`src/rtl/sprite_anim_addr_gen.sv`:
```
// Sprite ROM address generator: maps the VGA pixel to a frame-relative ROM address,
// sequences the attack animation on frame_clk edges and aligns hit with ROM output.
module sprite_anim_addr_gen #(
    parameter int FRAME_W    = 20,
    parameter int FRAME_H    = 30,
    parameter int NUM_FRAMES = 4,
    parameter int FRAME_HOLD = 4
) (
    input  logic        Clk,
    input  logic        Reset,
    input  logic        frame_clk,
    input  logic        attack_start,
    input  logic        facing_left,
    input  logic [9:0]  sprite_x,
    input  logic [9:0]  sprite_y,
    input  logic [9:0]  DrawX,
    input  logic [9:0]  DrawY,
    input  logic [4:0]  rom_data,
    output logic [18:0] read_address,
    output logic [4:0]  pixel_idx,
    output logic        pixel_on,
    output logic        busy,
    output logic        attack_done
);

    localparam int FRW = (NUM_FRAMES > 1) ? $clog2(NUM_FRAMES) : 1;
    localparam int HDW = (FRAME_HOLD > 1) ? $clog2(FRAME_HOLD) : 1;
    localparam logic [FRW-1:0] LAST_FRAME = FRW'(NUM_FRAMES - 1);
    localparam logic [HDW-1:0] LAST_HOLD  = HDW'(FRAME_HOLD - 1);
    localparam logic [10:0]    FRAME_W11  = 11'(FRAME_W);
    localparam logic [10:0]    FRAME_H11  = 11'(FRAME_H);
    localparam logic [9:0]     COL_MAX    = 10'(FRAME_W - 1);
    localparam logic [18:0]    FRAME_W19  = 19'(FRAME_W);
    localparam logic [18:0]    FRAME_SZ19 = 19'(FRAME_W * FRAME_H);

    typedef enum logic [1:0] {IDLE, ATTACK, DONE} state_t;

    state_t         state, state_n;
    logic [FRW-1:0] frame, frame_n;
    logic [HDW-1:0] hold_cnt, hold_n;
    logic           fc_prev, fc_rise;

    logic [10:0] x_end, y_end;
    logic        hit, hit_d1, hit_d2;
    logic [9:0]  dx, dy, col;
    logic [18:0] addr_n;

    assign fc_rise = frame_clk & ~fc_prev;

    always_ff @(posedge Clk) begin
        if (Reset) begin
            state    <= IDLE;
            frame    <= '0;
            hold_cnt <= '0;
            fc_prev  <= 1'b0;
        end else begin
            state    <= state_n;
            frame    <= frame_n;
            hold_cnt <= hold_n;
            fc_prev  <= frame_clk;
        end
    end

    always_comb begin
        state_n = state;
        frame_n = frame;
        hold_n  = hold_cnt;
        case (state)
            IDLE: begin
                frame_n = '0;
                hold_n  = '0;
                if (attack_start) state_n = ATTACK;
            end
            ATTACK: begin
                if (fc_rise) begin
                    if (hold_cnt == LAST_HOLD) begin
                        hold_n = '0;
                        if (frame == LAST_FRAME) state_n = DONE;
                        else                     frame_n = frame + 1'b1;
                    end else begin
                        hold_n = hold_cnt + 1'b1;
                    end
                end
            end
            DONE: begin
                frame_n = '0;
                hold_n  = '0;
                state_n = IDLE;
            end
            default: state_n = IDLE;
        endcase
    end

    assign busy        = (state == ATTACK);
    assign attack_done = (state == DONE);

    // Bounds are checked at 11 bits before any subtraction, so sprites near
    // the screen edge never alias through unsigned wrap.
    assign x_end = {1'b0, sprite_x} + FRAME_W11;
    assign y_end = {1'b0, sprite_y} + FRAME_H11;
    assign hit   = (DrawX >= sprite_x) && ({1'b0, DrawX} < x_end) &&
                   (DrawY >= sprite_y) && ({1'b0, DrawY} < y_end);

    assign dx     = DrawX - sprite_x;
    assign dy     = DrawY - sprite_y;
    assign col    = facing_left ? (COL_MAX - dx) : dx;
    assign addr_n = 19'(frame) * FRAME_SZ19 + 19'(dy) * FRAME_W19 + 19'(col);

    always_ff @(posedge Clk) begin
        if (Reset) begin
            read_address <= '0;
            hit_d1       <= 1'b0;
            hit_d2       <= 1'b0;
        end else begin
            read_address <= hit ? addr_n : '0;
            hit_d1       <= hit;
            hit_d2       <= hit_d1;
        end
    end

    // Palette index 0 is the transparent colour.
    assign pixel_idx = hit_d2 ? rom_data : '0;
    assign pixel_on  = hit_d2 && (rom_data != '0);

endmodule

```
`config.mk`:
```
export PLATFORM = sky130hd
export DESIGN_NAME = sprite_anim_addr_gen
export DESIGN_NICKNAME = d
export VERILOG_FILES = /design/src/rtl/sprite_anim_addr_gen.sv
export SDC_FILE = /design/constraint.sdc
export NUM_CORES = 1
export LEC_CHECK = 0
export CELL_PAD_IN_SITES_DETAIL_PLACEMENT = 1
export CELL_PAD_IN_SITES_GLOBAL_PLACEMENT = 2
export CORE_MARGIN = 2
export CORE_UTILIZATION = 32
export DETAILED_ROUTE_END_ITERATION = 6
export HOLD_SLACK_MARGIN = 0.08
export PLACE_DENSITY_LB_ADDON = 0.2
export SYNTH_ARGS = -nofsm -noshare
export SYNTH_HDL_FRONTEND = slang
export SYNTH_SLANG_ARGS = --single-unit
```
`constraint.sdc`:
```
create_clock -name Clk -period 9.9 [get_ports Clk]
set_clock_uncertainty 0.05 [all_clocks]
set_input_delay 2.475 -clock Clk [delete_from_list [all_inputs] [get_ports Clk]]
set_output_delay 2.475 -clock Clk [all_outputs]
set_load 0.005 [all_outputs]
```
[After elaboration in Yosys (flattened, before gate mapping)]
Index checks and enable logic that the tools add are counted.
Word-level totals
  register bits after elaboration: 28
  bits of input ports: 50
  output and inout bits: 27
  logic and storage cells: 60
Operators by class
  add/sub/neg operators: 9
  $mul: 2
  $lt $le $gt $ge: 4
  eq/ne operators: 9
  mux-type cells: 14
  bitwise operators: 3
  reduce and logical (&&, ||, !) cells: 12
Operators by type and width (count)
  adder 10 x 5 -> 11 bit (second input constant): 2
  less-than comparator 10 x 11 -> 1 bit: 2
  greater-or-equal comparator 10 bit: 2
  subtractor 10 bit: 2
  2-to-1 mux 2 bit: 9
  adder 16 x 10 -> 17 bit: 1
  adder 12 x 15 -> 16 bit: 1
  multiplier 10 x 3 -> 13 bit (second input constant): 1
  one-hot mux 2 bit (2 select lines): 3
  2-to-1 mux 10 bit: 1
  subtractor 5 x 10 -> 10 bit (first input constant): 1
  multiplier 2 x 7 -> 9 bit (second input constant): 1
  AND reduction 4 bit: 2
  equality test 2 bit (second input constant): 3
  != test 2 x 1 -> 1 bit (second input constant): 3
  2-to-1 mux 5 bit: 1
  nonzero test 5 bit: 1
  adder 2 x 1 -> 2 bit (second input constant): 2
  logical AND 1 bit: 4
  != test 2 bit (second input constant): 2
  OR reduction 2 bit: 2
  equality test 2 x 1 -> 1 bit (second input constant): 1
  logical NOT 2 bit: 1
  NOT 1 bit: 2
  other kinds (3): 3

[Depth between registers and ports, before layout]
Gate-level depths: netlist (run 1).
  word-level depth: 7
  depth in mapped cells: 24
  mapped depth without buffers: 24

[Least setup slack after synthesis (run 1)]
No wires, ideal clock.
  kind: input-to-reg
  start point: input port sprite_y[3]
  end point: register read_address[13]
  library setup time: 0.070 ns
  arrival time: 6.626 ns
  data required time: 9.780 ns
  path slack: 3.154 ns
  stages: 23
  path buffers: 0
  path through: inv_1 ha_1 a21o_1 a21oi_1 nand2_1 a21o_1 a21oi_1 xnor2_1 ha_1 ha_1 a21o_1 a31o_2 nor2_1 xnor2_1 ha_1 ha_1 o211ai_1 nand2_1 nand2_1 a31oi_1 o211ai_1 or3_1 a21oi_1
Between the ends
  cells in the longest elaborated chain, start to end: 5
  elaborated cells between the ends (all ways): 11
  classes of those cells: add/sub (4); mul (1); order compare (2); bitwise (1); reduce/logical (3)
Ends and longest elaborated chain
  from (decl): line 15  | input logic [9:0] sprite_y,
  parallel branches: the longest is 5 deep, another holds adder 16 x 10 -> 17 bit
  to (signal assigned): line 115  | read_address <= hit ? addr_n : '0;
  to (decl): line 19  | output logic [18:0] read_address,
Parallel ways; which one is timed is not known.
A chain may end at the register's enable or synchronous reset.

[Final worst setup path (run 1)]
  start point: input port sprite_y[1]
  end point: register read_address[13]
The elaborated chain is that of the path after synthesis.

==> metrics.log, run 1 <==
INFO  metric vias_in_the_first_global_route = 3444
INFO  metric clock_tree.buffer_depth = 2
INFO  metric hold_violations = 0
INFO  metric cts.htree.levels = 1
INFO  metric yosysSeqAreaShare = 0.1340
INFO  metric post_cts_resize_count = 0
INFO  metric drv.max_cap_violation_count = 0
INFO  metric std_cell_rows = 39
INFO  metric power.share.sequential = 0.127
INFO  metric setup_tns = 0 ns
INFO  metric critical-path-top-cell-by-count = sky130_fd_sc_hd__ha_1
INFO  metric dieWidth = 112.0 µm
INFO  metric final_max_slew_viol_count = 0
INFO  metric layout.cells.most_common = sky130_fd_sc_hd__clkdlybuf4s50_1
INFO  metric report.final.setup_viol = 0
INFO  metric tritoncts_buffer_count = 3
INFO  metric layout_common_cells = sky130_fd_sc_hd__clkdlybuf4s50_1, sky130_fd_sc_hd__ha_1, sky130_fd_sc_hd__inv_1
INFO  metric arrival = 7.58 ns
INFO  metric finalCritPeriodShare = 0.7527
INFO  metric critical_path.max_stage_delay = 0.57 ns
INFO  metric detailed_place_hpwl = 8109 µm
INFO  metric floorplan.die.height = 112.0 µm
INFO  metric worst_path_max_delay_cell = sky130_fd_sc_hd__clkdlybuf4s50_1
INFO  metric maxClockFrequency = 134.2 MHz
INFO  metric power.density = 180.5 nW/µm²
INFO  metric io_buffer_count = 73
INFO  metric p_sw_frac = 0.4631
INFO  metric final_net_count = 671
INFO  metric synth_top_flop_cell = sky130_fd_sc_hd__dfxtp_1
INFO  metric cp_top_family = adder cells
INFO  metric drt-initial-drc-count = 56
INFO  metric finalWorstPathRequiredPeriod = 7.452 ns
INFO  metric clock_sink_count = 25
INFO  metric ff_latch_count_synth = 25
INFO  metric p_switching = 0.0003905 W
INFO  metric worst-endpoint-required = 10.03 ns
INFO  metric start_util = 0.3270
INFO  metric ff2ff_setup_slack = 6.50 ns
INFO  metric critical_path.n_buffers_inverters = 2
INFO  metric synth_area_leader = sky130_fd_sc_hd__ha_1
INFO  metric layout.cells.non_filler = 680
INFO  metric drive_gt1_frac = 0.02607
INFO  metric max-vdd-ir-drop = 0.1215 mV
INFO  metric total_grt_overflow = 0
INFO  metric avgSynthCellArea = 8.047 µm²
INFO  metric clk_pin_slew = 0.06 ns
INFO  metric io_pins = 77
INFO  metric async_flop_share = 0
INFO  metric fp.dieArea = 12550 µm²
INFO  metric vias_per_cell = 4.928
INFO  metric pin_count_of_the_biggest_net_entering_global_routing = 17
INFO  metric synth_largest_type_area_fraction = 0.2413
INFO  metric worst_hold_path_type = flip-flop to flip-flop
INFO  metric cp_cell_sequence = clkdlybuf4s50_1 > inv_1 > ha_1 > nor2b_1 > o21bai_1 > nand2_1 > a21o_1 > a21oi_1 > xnor2_1 > ha_1 > ha_1 > a21o_1 > a31o_2 > nor2_1 > xnor2_1 > ha_1 > ha_1 > o211ai_1 > nand2_1 > nand2_1 > a31oi_1 > o211ai_1 > or3_1 > a21oi_1
INFO  metric place.detailed.instances = 676
INFO  metric crit_fanout = 5
INFO  metric route.final.wire_length = 9109 µm
INFO  metric initial_antenna_violation_count = 0
INFO  metric total_power = 0.0008433 W
INFO  metric cts.repair_timing.setup_buffer_count = 0
INFO  metric crit_type = primary input to flip-flop
INFO  metric cts-root-buf = sky130_fd_sc_hd__clkbuf_16
INFO  metric crit_path_capture_type = flip-flop
INFO  metric clk_latency = 0.26 ns
INFO  metric wire_per_inst = 13.40 µm
INFO  metric grt_setup_unrepaired = no
INFO  metric tritoncts = done
INFO  metric count_of_nets_left_with_antenna_violations_after_detail_routing = 0
INFO  metric grt_use_total = 0.1485
INFO  metric leakagePower = 2.097 nW
INFO  metric status = finished clean
INFO  metric syn_inst = 464
INFO  metric grt_pass1_wl = 15910 µm
INFO  metric timing.critical_path.from_type = primary input
INFO  metric share_clk_of_total_power = 0.105
INFO  metric post_synthesis_cell_area = 3734 µm²
INFO  metric n_antenna_cell = 0
INFO  metric routed-via-count = 3351
INFO  metric synth_enable_flop_cells = 0
INFO  metric synth_top_cells_by_area = sky130_fd_sc_hd__ha_1, sky130_fd_sc_hd__dfxtp_1, sky130_fd_sc_hd__xnor2_1
INFO  metric slew_headroom = 0.5296
INFO  metric synthToLayoutAreaGrowth = 25.17%
INFO  metric worst_slew_pin_slew = 0.6992 ns
INFO  metric synth_cell_type_count = 51
INFO  metric ys.warnings.count = 0
INFO  metric detail_route.first_pass.iterations = 4
INFO  metric holdBufCountCts = 0
INFO  metric comb_power_share = 0.768
INFO  metric drt_drc_violations_left = 0
INFO  metric p_int = 0.0004528 W
INFO  metric design.core.area = 11420 µm²
INFO  metric gpl.final_weighted_congestion = 0.7876
==> worst register-to-register path, delay by kind of cell, from the launching register on <==
family / cells / cell delay, ns
AOI/OAI and AO/OA: 5 / 0.82
adders and majority gates: 3 / 1.37
buffers and inverters: 1 / 0.15
DFF: 1 / 0.40
and+or+nand+nor: 2 / 0.52
==> power groups by stage <==
stage	sequential, W	clock (W)	combinational, W
2_1_floorplan	0.000110	0	0.000500
3_3_place_gp	0.000109	0	0.000640
3_5_place_dp	0.000110	0	0.000651
4_1_cts	0.000107	0.0000920	0.000658
5_1_grt	0.000108	0.0000946	0.000747
6_report	0.000107	0.0000886	0.000647
==> layout make-up <==
class | count | area (µm²)
fill | 1409 | 6745
multi-input combinational | 376 | 2962
timing repair buffer | 73 | 730.7
sequential | 25 | 500.5
inverter | 59 | 221.5
tap | 143 | 178.9
clock buffer | 3 | 75.07
clock inverter | 1 | 5.005
==> per-stage QoR <==
| step | utilization | setup slack [ns] | hold WS [ns] | area [µm²] |
|---|---|---|---|---|
| after floorplan | - | 3.154 | 0.3638 | 3745 |
| after global placement | 0.4023 | 2.312 | 0.3689 | 4593 |
| after detailed placement | 0.4023 | 2.140 | 0.3835 | 4593 |
| after CTS | 0.4093 | 2.391 | 0.3991 | 4673 |
| after global routing | 0.4093 | 2.006 | 0.4115 | 4673 |
| final | 0.4093 | 2.448 | 0.3897 | 4673 |
==> cells by family after synthesis <==
group	after synthesis	synth area share
adder cells (fa/ha/maj)	83	0.3003
XOR/XNOR	45	0.1056
multiplexers	3	0.008043
AND/OR/NAND/NOR	138	0.1870
AO/OA/AOI/OAI	103	0.1883
other	1	0.001004
flip-flops	25	0.1340
buffers and inverters	66	0.07573
==> cell usage after synthesis (all sizes together), types with 2 or more instances <==
master	instances
a211oi	3
nor2b	13
nand3	11
a32oi	2
nand2	20
nor2	38
o211ai	3
dfxtp	25
nor3	20
a21oi	30
o31a	2
o2111ai	3
xnor2	32
o21bai	4
nor3b	2
fa	11
a21o	7
ha	72
a221oi	3
buf	7
o221ai	2
inv	59
or3	6
and2	6
and3	4
o31ai	2
a31oi	7
nand2b	11
xor2	13
o21ai	17
o21a	11
mux2i	3
o41ai	2
nor4	3
==> worst paths after layout <==
check | from | to | cells past startpoint
worst max-delay path | sprite_y[1] | read_address[13] | 24
worst max register to register | frame[0] | read_address[13] | 11
worst min register to register | hit_d1 | hit_d2 | 1
worst min-delay path | hit_d1 | hit_d2 | 1
==> state kept, by name (all words and copies together), names as in the netlist <==
name          count
fc_prev           1
hold_cnt          2
read_address     16
hit_d1            1
state             2
frame             2
hit_d2            1
==> routing by layer <==
layer	share of wire	routed length [µm]	vias to the layer above	global-route usage
li1	-	-	1754	-
met1	0.49	4493	1541	0.2038
met2	0.47	4293	51	0.2598
met3	0.028	251	5	0.01134
met4	0.0077	70	0	0.02683
met5	0	0	-	0
Note: power is estimated with default switching activity, not from simulation.
==> run 2, diff against run 1 <==
Settings changed: CORE_UTILIZATION 32 to 28.
Clock period 9.9 ns to 6.5 ns, I/O delays scaled along.
==> run 2 against run 1 <==
Compared with the run above: routed wire length is 11% higher; core utilization is 2.3 points lower; largest cell class unchanged; sequential share of layout area decreased by 0.85 points; global-route usage shrank 0.48 points; flip-flop and latch count stayed put; die area grew 14%; critical path type unchanged; critical path depth rose by 1; via count increased by 5.3%; sequential power increased by 52%.
==> metrics.log, run 2 (synthesis gave the netlist of run 1 again) <==
INFO  metric n_antenna_cell = 0
INFO  metric share_clk_of_total_power = 0.091
INFO  metric final_net_count = 703
INFO  metric cts.htree.levels = 1
INFO  metric detail_route.first_pass.iterations = 4
INFO  metric drv.max_cap_violation_count = 0
INFO  metric drt_drc_violations_left = 0
INFO  metric io_buffer_count = 73
INFO  metric route.final.wire_length = 10090 µm
INFO  metric gpl.final_weighted_congestion = 0.7809
INFO  metric crit_type = primary input to flip-flop
INFO  metric status = finished clean
INFO  metric worst_slew_pin_slew = 0.7581 ns
INFO  metric leakagePower = 2.258 nW
INFO  metric clk_pin_slew = 0.07 ns
INFO  metric slew_headroom = 0.4899
INFO  metric registers.top_by_ff_count = read_address
INFO  metric place.detailed.instances = 738
INFO  metric total_power = 0.001537 W
INFO  metric fp.dieArea = 14270 µm²
INFO  metric pre_cts_ws = -0.1591 ns
INFO  metric layout.cells.most_common = sky130_fd_sc_hd__clkdlybuf4s50_1
INFO  metric count_of_nets_left_with_antenna_violations_after_detail_routing = 0
INFO  metric hold_violations = 0
INFO  metric tritoncts_buffer_count = 3
INFO  metric io_pins = 77
INFO  metric dpl_cell_area = 4852 µm²
INFO  metric power.density = 302.7 nW/µm²
INFO  metric detailed_place_hpwl = 8978 µm
INFO  metric layout_common_cells = sky130_fd_sc_hd__clkdlybuf4s50_1, sky130_fd_sc_hd__ha_1, sky130_fd_sc_hd__inv_1
INFO  metric worst-endpoint-required = 6.64 ns
INFO  metric grt_use_total = 0.1436
INFO  metric report.final.setup_viol = 0
INFO  metric timing.critical_path.from_type = primary input
INFO  metric wire_per_inst = 13.54 µm
INFO  metric vias_in_the_first_global_route = 3754
INFO  metric p_int = 0.0008605 W
INFO  metric p_sw_frac = 0.4402
INFO  metric initial_antenna_violation_count = 0
INFO  metric synthToLayoutAreaGrowth = 36.03%
INFO  metric floorplan.die.height = 119.5 µm
INFO  metric clk_latency = 0.26 ns
INFO  metric rr_worst_depth = 12
INFO  metric std_cell_rows = 42
INFO  metric arrival = 6.38 ns
INFO  metric clock_tree.buffer_depth = 2
INFO  metric crit_path_capture_type = flip-flop
INFO  metric maxClockFrequency = 160.4 MHz
INFO  metric max-vdd-ir-drop = 0.1211 mV
INFO  metric fillers = 1577
INFO  metric postLayoutSetupSlackWorst = 0.2663 ns
INFO  metric total_grt_overflow = 0
INFO  metric vias_per_cell = 4.734
INFO  metric power.share.sequential = 0.106
INFO  metric grt_pass1_wl = 17240 µm
INFO  metric design.core.area = 13140 µm²
INFO  metric regToRegStartpoint = frame[0]
INFO  metric p_switching = 0.0006768 W
INFO  metric holdBufCountCts = 0
INFO  metric comb_power_share = 0.803
INFO  metric finalCritPeriodShare = 0.9590
INFO  metric largest_register_ff_count = 16
INFO  metric drive_gt1_frac = 0.1072
INFO  metric whs = 0.3886 ns
INFO  metric layout.cells.non_filler = 745
INFO  metric finalWorstPathRequiredPeriod = 6.234 ns
INFO  metric routed-via-count = 3527
INFO  metric worst_hold_path_type = flip-flop to flip-flop
INFO  metric critical_path.startpoint = DrawY[0]
INFO  metric drt-initial-drc-count = 105
INFO  metric dieWidth = 119.5 µm
INFO  metric r2r-end = read_address[13]
INFO  metric crit_fanout = 3
INFO  metric final_max_slew_viol_count = 0
INFO  metric tritoncts = done
INFO  metric cts-root-buf = sky130_fd_sc_hd__clkbuf_16
INFO  metric clock_sink_count = 25
INFO  metric start_util = 0.2842
INFO  metric pin_count_of_the_biggest_net_entering_global_routing = 17
INFO  metric setup.worst_path.end = read_address[13]
INFO  metric ff2ff_setup_slack = 3.14 ns
INFO  metric final_design_area_no_fill = 5079 µm²
## run 2: cell types whose count changed in the layout (fill, tap and decap cells not counted), moves of 2 or more
cell                      delta
sky130_fd_sc_hd__a21oi_1     -2
sky130_fd_sc_hd__ha_4        +4
sky130_fd_sc_hd__a21oi_2     +2
sky130_fd_sc_hd__ha_1        -4
sky130_fd_sc_hd__buf_4      +32
sky130_fd_sc_hd__fa_2        +2
sky130_fd_sc_hd__fa_1        -2
## run 2: critical path, stage by stage
cell and delay [ns]:
sky130_fd_sc_hd__clkdlybuf4s50_1 0.45, sky130_fd_sc_hd__inv_1 0.04, sky130_fd_sc_hd__ha_1 0.20, sky130_fd_sc_hd__fa_2 0.36, sky130_fd_sc_hd__nor2b_1 0.14, sky130_fd_sc_hd__o21a_1 0.18, sky130_fd_sc_hd__nor2_1 0.06, sky130_fd_sc_hd__xnor2_1 0.15
sky130_fd_sc_hd__ha_1 0.31, sky130_fd_sc_hd__inv_1 0.07, sky130_fd_sc_hd__fa_2 0.41, sky130_fd_sc_hd__nor2b_2 0.17, sky130_fd_sc_hd__o21ai_0 0.09, sky130_fd_sc_hd__nand2b_1 0.09, sky130_fd_sc_hd__xnor2_1 0.08, sky130_fd_sc_hd__fa_1 0.48
sky130_fd_sc_hd__inv_1 0.04, sky130_fd_sc_hd__ha_1 0.32, sky130_fd_sc_hd__o211ai_1 0.13, sky130_fd_sc_hd__nand2_1 0.09, sky130_fd_sc_hd__nand2_1 0.08, sky130_fd_sc_hd__a31oi_4 0.17, sky130_fd_sc_hd__o211ai_1 0.11, sky130_fd_sc_hd__or3_1 0.40
sky130_fd_sc_hd__a21oi_2 0.13
## run 2: cell type report
type                            count  area, µm²  area share
Tap cell                          176      220.2     0.04336
Inverter                           59      221.5     0.04361
Clock inverter                      1      7.507    0.001478
Multi-Input combinational cell    376       3083      0.6070
Sequential cell                    25      500.5     0.09855
Clock buffer                        3      75.07     0.01478
Timing Repair Buffer              105      970.9      0.1912
## run 2: per-layer routing
layer / vias up / part of all wire / global-route usage
met5: - / 0 / 0
met2: 60 / 0.49 / 0.2600
li1: 1814 / - / -
met1: 1640 / 0.47 / 0.1801
met3: 13 / 0.028 / 0.01245
met4: 0 / 0.018 / 0.04265
## run 2: worst min path at each step
stage,depth (start not counted),to,start,slack [ns]
2_1_floorplan,1,hit_d2,hit_d1,0.36
3_5_place_dp,1,hit_d2,hit_d1,0.38
3_3_place_gp,1,hit_d2,hit_d1,0.37
4_1_cts,1,hit_d2,hit_d1,0.40
6_report,1,hit_d2,hit_d1,0.39
5_1_grt,1,hit_d2,hit_d1,0.42
## run 2: per-stage QoR
step | setup TNS [ns] | util
2_1_floorplan | 0 | -
3_3_place_gp | -0.01744 | 0.3693
3_5_place_dp | -0.2774 | 0.3693
4_1_cts | 0 | 0.3756
5_1_grt | -0.06642 | 0.3866
6_report | 0 | 0.3866
## run 2: what timing repair did
item,CTS,global route
resized for setup,0,20
buffers inserted,0,3
setup endpoints to repair,0,3
## run 2: power groups by stage
stage,sequential [W],clock (W),combinational (W)
after global placement,0.000167,0,0.00110
after floorplan,0.000168,0,0.000762
after detailed placement,0.000167,0,0.00112
after global routing,0.000164,0.000151,0.00140
after CTS,0.000164,0.000146,0.00113
final,0.000163,0.000139,0.00123
==> run 3, diff against run 2 <==
Settings changed: CTS_CLUSTER_SIZE from default to 8, SETUP_SLACK_MARGIN from default to 0.2.
==> run 3 against run 2 <==
Compared with the run above: fmax rose by 2.6%; sequential power is essentially flat; first-iteration DRC count decreased by 28%; routed wire length grew 1.8%; cell count up 0.67%; critical endpoint unchanged.
==> metrics.log, run 3 (synthesis gave the netlist of run 1 again) <==
INFO  metric layout.cells.non_filler = 750
INFO  metric drt-initial-drc-count = 76
INFO  metric fp.dieArea = 14270 µm²
INFO  metric power.density = 308.1 nW/µm²
INFO  metric clk_latency = 0.26 ns
INFO  metric clock_tree.buffer_depth = 2
INFO  metric regToRegStartpoint = frame[0]
INFO  metric crit_type = primary input to flip-flop
INFO  metric count_of_nets_left_with_antenna_violations_after_detail_routing = 0
INFO  metric final_max_slew_viol_count = 0
INFO  metric worst_slew_pin_slew = 0.8087 ns
INFO  metric worst_hold_path_type = flip-flop to flip-flop
INFO  metric io_pins = 77
INFO  metric arrival = 6.22 ns
INFO  metric layout.cells.most_common = sky130_fd_sc_hd__clkdlybuf4s50_1
INFO  metric dieWidth = 119.5 µm
INFO  metric rr_worst_depth = 12
INFO  metric tritoncts = done
INFO  metric max-vdd-ir-drop = 0.1250 mV
INFO  metric synthToLayoutAreaGrowth = 42.63%
INFO  metric crit_path_capture_type = flip-flop
INFO  metric place.detailed.instances = 738
INFO  metric min-delay-start = hit_d1
INFO  metric gpl.final_weighted_congestion = 0.7809
INFO  metric crit_fanout = 5
INFO  metric n_antenna_cell = 0
INFO  metric maxClockFrequency = 164.5 MHz
INFO  metric pin_count_of_the_biggest_net_entering_global_routing = 17
INFO  metric clk_pin_slew = 0.07 ns
INFO  metric detail_route.first_pass.iterations = 6
INFO  metric worst-endpoint-required = 6.64 ns
INFO  metric dpl_cell_area = 4852 µm²
INFO  metric design.core.area = 13140 µm²
INFO  metric vias_in_the_first_global_route = 3755
INFO  metric cts.htree.levels = 1
INFO  metric drt_drc_violations_left = 0
INFO  metric hold_violations = 0
INFO  metric timing.critical_path.from_type = primary input
INFO  metric clock_sink_count = 25
INFO  metric grt_use_total = 0.1441
INFO  metric slew_headroom = 0.4559
INFO  metric report.final.setup_viol = 0
INFO  metric ff2ff_setup_slack = 3.18 ns
INFO  metric status = finished clean
INFO  metric layout_common_cells = sky130_fd_sc_hd__clkdlybuf4s50_1, sky130_fd_sc_hd__ha_1, sky130_fd_sc_hd__inv_1
INFO  metric io_buffer_count = 73
INFO  metric wire_per_inst = 13.69 µm
INFO  metric min_delay_path_depth = 1
INFO  metric final_design_area_no_fill = 5325 µm²
INFO  metric initial_antenna_violation_count = 0
INFO  metric drive_gt1_frac = 0.1690
INFO  metric routed-via-count = 3559
INFO  metric start_util = 0.2842
INFO  metric drv.max_cap_violation_count = 0
INFO  metric cts-root-buf = sky130_fd_sc_hd__clkbuf_16
INFO  metric registers.top_by_ff_count = read_address
INFO  metric critical_path.startpoint = sprite_y[3]
INFO  metric detailed_place_hpwl = 8978 µm
INFO  metric floorplan.die.height = 119.5 µm
INFO  metric std_cell_rows = 42
INFO  metric route.final.wire_length = 10270 µm
INFO  metric r2r-end = read_address[13]
INFO  metric finalCritPeriodShare = 0.9351
INFO  metric final_net_count = 708
INFO  metric tritoncts_buffer_count = 3
INFO  metric grt_setup_unrepaired = no
INFO  metric finalWorstPathRequiredPeriod = 6.078 ns
INFO  metric leakagePower = 2.358 nW
INFO  metric grt_pass1_wl = 17280 µm
INFO  metric total_grt_overflow = 0
INFO  metric hold_path_end = hit_d2
INFO  metric vias_per_cell = 4.745
INFO  metric largest_register_ff_count = 16
-- run 3: cell types whose count changed in the layout (fill, tap and decap cells not counted), moves of 2 or more --
cell	before	now
sky130_fd_sc_hd__ha_1	68	59
sky130_fd_sc_hd__ha_4	4	12
sky130_fd_sc_hd__buf_4	32	37
sky130_fd_sc_hd__clkdlybuf4s50_1	73	68
sky130_fd_sc_hd__dlymetal6s2s_1	0	5
sky130_fd_sc_hd__a21oi_1	26	22
sky130_fd_sc_hd__a21oi_2	4	8
sky130_fd_sc_hd__inv_1	59	55
sky130_fd_sc_hd__inv_2	0	4
sky130_fd_sc_hd__xnor2_1	31	27
sky130_fd_sc_hd__xnor2_2	1	5
sky130_fd_sc_hd__nor2_1	37	35
sky130_fd_sc_hd__nor2b_1	11	9
-- run 3: stage by stage --
stage               setup WS, ns  hold WS, ns  utilization  TNS (ns)   power, W
floorplan                 0.6044       0.3638            -         0  0.0009293
finish                    0.4220       0.3886       0.4053         0   0.001640
global placement        -0.01744       0.3688       0.3693  -0.01744   0.001262
global route              0.1420       0.4177       0.4053         0   0.001823
detailed placement       -0.1591       0.3797       0.3693   -0.2774   0.001285
CTS                       0.2156       0.3963       0.3777         0   0.001473
-- run 3: layout make-up --
cell class | instances | area, µm²
inverters | 59 | 221.5
clock inverters | 1 | 7.507
well taps | 176 | 220.2
flip-flops and latches | 25 | 500.5
repair buffers | 110 | 1021
multi-input cells | 376 | 3279
fillers | 1557 | 7812
clock buffers | 3 | 75.07
-- run 3: metal layers --
metal / global-route usage / vias to the layer above / part of all wire
met5: 0 / - / 0
met4: 0.04265 / 0 / 0.019
met3: 0.01245 / 15 / 0.028
met2: 0.2625 / 65 / 0.49
met1: 0.1795 / 1658 / 0.46
li1: - / 1821 / -
-- run 3: critical path: stages --
cell	delay, ns
sky130_fd_sc_hd__clkdlybuf4s50_1	0.48
sky130_fd_sc_hd__inv_1	0.09
sky130_fd_sc_hd__ha_4	0.26
sky130_fd_sc_hd__a21o_1	0.18
sky130_fd_sc_hd__a21oi_2	0.15
sky130_fd_sc_hd__nand2_1	0.09
sky130_fd_sc_hd__a21o_1	0.19
sky130_fd_sc_hd__a21oi_2	0.20
sky130_fd_sc_hd__xnor2_2	0.10
sky130_fd_sc_hd__ha_1	0.33
sky130_fd_sc_hd__ha_4	0.23
sky130_fd_sc_hd__a21o_1	0.19
sky130_fd_sc_hd__a31o_2	0.24
sky130_fd_sc_hd__nor2_4	0.11
sky130_fd_sc_hd__xnor2_2	0.07
sky130_fd_sc_hd__ha_1	0.33
sky130_fd_sc_hd__ha_4	0.31
sky130_fd_sc_hd__o211ai_1	0.11
sky130_fd_sc_hd__nand2_1	0.10
sky130_fd_sc_hd__nand2_2	0.06
sky130_fd_sc_hd__a31oi_4	0.16
sky130_fd_sc_hd__o211ai_1	0.12
sky130_fd_sc_hd__or3_1	0.40
sky130_fd_sc_hd__a21oi_2	0.11
-- run 3: power breakdown --
group          total, W  internal, W  switching, W
combinational   0.00134     0.000675      0.000663
sequential     0.000163     0.000161    0.00000270
clock          0.000139    0.0000836     0.0000555
total           0.00164     0.000919      0.000721
-- run 3: worst max-delay path by stage --
stage                                  end  slack [ns]  cells past startpoint
after detailed placement  read_address[13]       -0.16                     24
final                     read_address[13]        0.42                     24
after global routing      read_address[13]        0.14                     24
after CTS                 read_address[13]        0.22                     24
after global placement    read_address[13]       -0.02                     24
after floorplan           read_address[13]        0.60                     23
-- run 3: repair_timing --
action / 4_1_cts / 5_1_grt
cloned: 0 / 0
gates resized for setup: 5 / 55
hold buffers: 0 / 0
buffers inserted: 0 / 8
setup endpoints to repair: 3 / 4
pin swaps: 0 / 35
